File: src/rtl/serial_sub_ctrl_if.sv
// Operand/result handshake bundle for the bit-serial subtractor sequencer.
interface serial_sub_ctrl_if #(
    parameter int WIDTH = 8
);
    logic             in_valid;
    logic             in_ready;
    logic [WIDTH-1:0] a;
    logic [WIDTH-1:0] b;
    logic             out_valid;
    logic             out_ready;
    logic [WIDTH-1:0] diff;
    logic             borrow_out;
    logic             zero;
    logic             busy;

    modport master (
        output in_valid, a, b, out_ready,
        input  in_ready, out_valid, diff, borrow_out, zero, busy
    );

    modport slave (
        input  in_valid, a, b, out_ready,
        output in_ready, out_valid, diff, borrow_out, zero, busy
    );
endinterface

File: src/rtl/serial_sub_ctrl.sv
// Bit-serial A-B sequencer: one subtract cell with a registered borrow, LSB first.
// Latency: WIDTH edges from accept to out_valid; backpressure holds the result in DONE.
// Backpressure: in_ready only in IDLE; a result waits in DONE until out_ready.
module serial_sub_ctrl #(
    parameter int WIDTH = 8
) (
    input  logic             clk,
    input  logic             rst_n,
    serial_sub_ctrl_if.slave bus
);
    localparam int CW = (WIDTH > 1) ? $clog2(WIDTH) : 1;

    typedef enum logic [1:0] {
        IDLE,
        SHIFT,
        DONE
    } state_t;

    state_t           state;
    state_t           state_nxt;
    logic [WIDTH-1:0] a_sr;
    logic [WIDTH-1:0] b_sr;
    logic [WIDTH-1:0] res_sr;
    logic [WIDTH-1:0] res_nxt;
    logic [WIDTH-1:0] diff_r;
    logic             bin;
    logic             borrow_r;
    logic             zero_r;
    logic [CW-1:0]    cnt;
    logic             d;
    logic             bout;
    logic             last;

    // Full-subtract cell built from two half-subtractors
    assign d       = a_sr[0] ^ b_sr[0] ^ bin;
    assign bout    = (~a_sr[0] & b_sr[0]) | (~(a_sr[0] ^ b_sr[0]) & bin);
    assign res_nxt = WIDTH'({d, res_sr} >> 1);
    assign last    = (cnt == CW'(WIDTH - 1));

    always_ff @(posedge clk or negedge rst_n) begin
        if (!rst_n) begin
            state <= IDLE;
        end else begin
            state <= state_nxt;
        end
    end

    always_comb begin
        state_nxt = state;
        case (state)
            IDLE:    if (bus.in_valid)  state_nxt = SHIFT;
            SHIFT:   if (last)          state_nxt = DONE;
            DONE:    if (bus.out_ready) state_nxt = IDLE;
            default: state_nxt = IDLE;
        endcase
    end

    always_ff @(posedge clk or negedge rst_n) begin
        if (!rst_n) begin
            a_sr     <= '0;
            b_sr     <= '0;
            res_sr   <= '0;
            diff_r   <= '0;
            bin      <= 1'b0;
            borrow_r <= 1'b0;
            zero_r   <= 1'b0;
            cnt      <= '0;
        end else begin
            case (state)
                IDLE: begin
                    if (bus.in_valid) begin
                        a_sr   <= bus.a;
                        b_sr   <= bus.b;
                        res_sr <= '0;
                        bin    <= 1'b0;
                        cnt    <= '0;
                    end
                end
                SHIFT: begin
                    a_sr   <= a_sr >> 1;
                    b_sr   <= b_sr >> 1;
                    res_sr <= res_nxt;
                    bin    <= bout;
                    // Counter parks at WIDTH-1; the result registers load only here
                    if (last) begin
                        diff_r   <= res_nxt;
                        borrow_r <= bout;
                        zero_r   <= (res_nxt == '0);
                    end else begin
                        cnt <= cnt + CW'(1);
                    end
                end
                default: ;
            endcase
        end
    end

    assign bus.in_ready   = (state == IDLE);
    assign bus.out_valid  = (state == DONE);
    assign bus.busy       = (state == SHIFT);
    assign bus.diff       = diff_r;
    assign bus.borrow_out = borrow_r;
    assign bus.zero       = zero_r;
endmodule

File: src/flat_wrapper.sv
// flat-port wrapper written by rule: the top's interface ports become plain ports
module serial_sub_ctrl_flat 
#(
    parameter int WIDTH = 8
)
  (clk, rst_n, bus_in_valid, bus_a, bus_b, bus_out_ready, bus_in_ready, bus_out_valid, bus_diff, bus_borrow_out, bus_zero, bus_busy);
  serial_sub_ctrl_if #(.WIDTH(WIDTH)) bus_i ();
  input  logic clk;
  input  logic rst_n;
  input wire logic [$bits(bus_i.in_valid)-1:0] bus_in_valid;
  input wire logic [$bits(bus_i.a)-1:0] bus_a;
  input wire logic [$bits(bus_i.b)-1:0] bus_b;
  input wire logic [$bits(bus_i.out_ready)-1:0] bus_out_ready;
  output wire logic [$bits(bus_i.in_ready)-1:0] bus_in_ready;
  output wire logic [$bits(bus_i.out_valid)-1:0] bus_out_valid;
  output wire logic [$bits(bus_i.diff)-1:0] bus_diff;
  output wire logic [$bits(bus_i.borrow_out)-1:0] bus_borrow_out;
  output wire logic [$bits(bus_i.zero)-1:0] bus_zero;
  output wire logic [$bits(bus_i.busy)-1:0] bus_busy;
  assign bus_i.in_valid = bus_in_valid;
  assign bus_i.a = bus_a;
  assign bus_i.b = bus_b;
  assign bus_i.out_ready = bus_out_ready;
  assign bus_in_ready = bus_i.in_ready;
  assign bus_out_valid = bus_i.out_valid;
  assign bus_diff = bus_i.diff;
  assign bus_borrow_out = bus_i.borrow_out;
  assign bus_zero = bus_i.zero;
  assign bus_busy = bus_i.busy;
  serial_sub_ctrl #(.WIDTH(WIDTH)) u_core (.clk(clk), .rst_n(rst_n), .bus(bus_i));
endmodule
File: config.mk
export PLATFORM = sky130hd
export DESIGN_NAME = serial_sub_ctrl_flat
export DESIGN_NICKNAME = d
export VERILOG_FILES = /design/src/rtl/serial_sub_ctrl_if.sv /design/src/rtl/serial_sub_ctrl.sv /design/src/flat_wrapper.sv
export SDC_FILE = /design/constraint.sdc
export NUM_CORES = 1
export LEC_CHECK = 0
export ABC_AREA = 1
export CAP_MARGIN = 0
export CORE_UTILIZATION = 46
export DETAILED_ROUTE_END_ITERATION = 7
export PLACE_DENSITY = 0.78
export RECOVER_POWER = 50
export SKIP_LAST_GASP = 1
export SLEW_MARGIN = 20
export SYNTH_ARGS = -nofsm -noshare
export SYNTH_HDL_FRONTEND = slang
export SYNTH_SLANG_ARGS = --single-unit
File: constraint.sdc
create_clock -name clk -period 1.43 [get_ports clk]
set_clock_uncertainty 0.2 [all_clocks]
set_input_delay 0.143 -clock clk [delete_from_list [all_inputs] [get_ports clk]]
set_output_delay 0.143 -clock clk [all_outputs]
set_load 0.02 [all_outputs]
==> impl_metrics.yaml <==
die:
  die_area_um2: 4100
  pin_count: 33
  rows: 22
  core_area_um2: 3690
  die_h_um: 64.0
  start_util: 0.480
  dieWidth_um: 64.0
global_route:
  grt_pass1_wl_mm: 6.29
  overflow: 0
  antenna_found_initial: 0
  grt_max_degree: 20
  grt_pass1_vias: 1442
  grt_util_all_layers: 0.201
hold_path:
  hold_path.class: "in -> async"
drt:
  drc_errors: 0
  vias: 1555
  routed-wl-met3_um: 148
  wl_met1_mm: 1.86
  ant_nets: 0
  dr.first_iter.drc_count: 47
  first_pass_iters: 4
  top_layer_used: "met4"
  wl_per_cell_um: 12.1
  wl_met2_mm: 1.81
  vias_per_cell: 4.87
  routed_wl_mm: 3.86
timing:
  rsz0062_at_grt: "yes"
  fmax_mhz: 656
  min_period_ns: 1.52
  hold_viol_final: 0
  worstMarginPinSlew_ns: 0.464
  fin_tns_setup_ns: -0.750
  final.setup.worst_slack_ns: -0.0933
  drv_slew: 0
  setup_viol: 16
  slew_headroom: 0.691
  fin_crit_sh: 1.07
synthesis:
  ys_seq_elements: 39
  synth_top_family_by_area: "simple AND/OR/NAND/NOR gates"
  synth.top_cell.area_share: 0.551
  synth_compound_area_frac: 0.0544
  synth_warnings: 0
  synth_cells: 220
  synth.avg_cell_area_um2: 8.05
  synth_area_um2: 1770
  yosys.area.top_type: "dfrtp_1"
  synthXorXnorAreaFrac: 0
  synth_mux_area_frac: 0
  yosysSeqAreaShare: 0.551
  yosys.area_share.simple: 0.302
  ys_types: 17
  synthAdderAreaFrac: 0.0254
  synth.net_count: 243
  synth_area_leaders: "dfrtp_1, nand2_1, o21ai_0, inv_1, buf_6"
place:
  numPlacedInstances: 304
  place_hpwl_mm: 2.31
  gp_congestion: 0.791
  placed_cell_area_um2: 2190
  pre_cts_ws_ns: -0.117
  io_buffers: 32
cells_and_area:
  syn_to_final_growth_pct: 36.7
  final_net_count: 293
  multi_input_area_um2: 767
  drive_gt1_frac: 0.203
  fin_area_um2: 2420
  mostFrequentLayoutCell: "nand2_1"
  fillers: 309
  fin_cells: 319
  antenna_cells: 0
  regArea_um2: 978
  mostFrequentLayoutCells: "nand2_1, dfrtp_1, clkdlybuf4s50_1"
setup_path:
  critPathCaptureType: "flip-flop"
  critPathMaxFanout: 7
  crit_path_start_kind: "flip-flop"
  arrival_ns: 1.51
  worstSetupPathType: "reg -> reg"
  rr_worst_depth: 6
  crit_required_ns: 1.41
flow_run:
  drv_cap: 0
clock_network:
  root_buffer: "clkbuf_8"
  cts_htree_levels: 2
  cts.reportedPaths.clkPinSlew_ns: 0.07
  clock_latency_ns: 0.29
  cts_tree: "yes"
  clockBufferDepth: 2
  cts-buffers-inserted: 5
  cts.sinks: 39
power:
  pwr_density_cell_nw_per_um2: 2110
  total_leakage_power_uw: 0.00128
  total_power_uw: 5110
  vdd.ir_drop.worst_v: 0.00110
status:
  status: "finished, violations left"
  violations: "setup timing"
[cell families after synthesis]
kind of cell	after synthesis
simple gates	137
compound gates	18
fa+ha+maj	3
buf+inv	23
flops	39
[final cells by class]
class | instances | share of cell area
clock buffers | 7 | 0.0315
clock inverters | 1 | 0.00207
inverters | 15 | 0.0248
multi-input cells | 160 | 0.317
flip-flops and latches | 39 | 0.404
well taps | 48 | 0.0248
repair buffers | 48 | 0.192
repair inverters | 1 | 0.00310
[Yosys cell counts]
master	n
dfrtp_1	39
o21ai_1	1
nand3_1	5
buf_4	1
buf_2	4
inv_2	1
o31ai_1	1
nand2_4	1
nand2_1	122
o21ai_0	15
o21ai_2	1
ha_1	2
nor2_4	1
buf_6	3
inv_1	14
nor2_1	8
fa_1	1
[registers in the layout, indices dropped and copies added, names as in the netlist]
| signal | count |
|---|---|
| u_core.bus.borrow_out | 1 |
| u_core.bus.diff | 8 |
| u_core.b_sr | 8 |
| u_core.res_sr | 7 |
| u_core.bus.zero | 1 |
| u_core.bin | 1 |
| u_core.a_sr | 8 |
| u_core.state | 2 |
| u_core.cnt | 3 |
[critical path, stage by stage, from the launching register on]
cell and delay [ns]:
dfrtp_2 0.46, buf_6 0.13, o21ai_4 0.18, buf_6 0.15
clkinvlp_4 0.15, nand2_2 0.10, nand2_1 0.05
[per-layer routing]
layer / up-vias / GRT usage
li1: 770 / -
met1: 732 / 0.269
met2: 42 / 0.311
met3: 11 / 0.0679
met4: 0 / 0.0568
met5: - / 0
[where the power goes]
group / switching, uW / leakage, uW / internal (uW) / total [uW]
Sequential: 306 / 0.000502 / 1570 / 1880
Combinational: 1450 / 0.000733 / 1060 / 2510
Clock: 378 / 0.0000422 / 342 / 721
Total: 2130 / 0.00128 / 2980 / 5110
[worst paths after layout]
| kind | start | endpoint | slack (ns) |
|---|---|---|---|
| max in group asynchronous | rst_n | u_core.b_sr[0] | 0.27 |
| min reg2reg | u_core.bus.zero | u_core.bus.zero | 0.27 |
| min | rst_n | u_core.b_sr[3] | 0.13 |
| min in group clk | bus_a[7] | u_core.a_sr[7] | 0.20 |
| max | u_core.state[0] | u_core.a_sr[2] | -0.09 |
| max reg2reg | u_core.state[0] | u_core.a_sr[2] | -0.09 |
[per-stage QoR]
step	util	hold slack (ns)
final	0.656	0.128
after global routing	0.656	0.157
after CTS	0.632	0.121
after detailed placement	0.594	-0.0982
after global placement	0.594	-0.0950
after floorplan	-	-0.353
[what timing repair did]
item,in CTS,in global routing
resized for setup,29,39
hold endpoints to repair,39,0
setup buffers,3,0
gates cloned,3,0
pin swaps,10,12
hold buffers,1,0
endpoints found under the setup margin,42,41
Note: power is estimated with default switching activity, not from simulation.
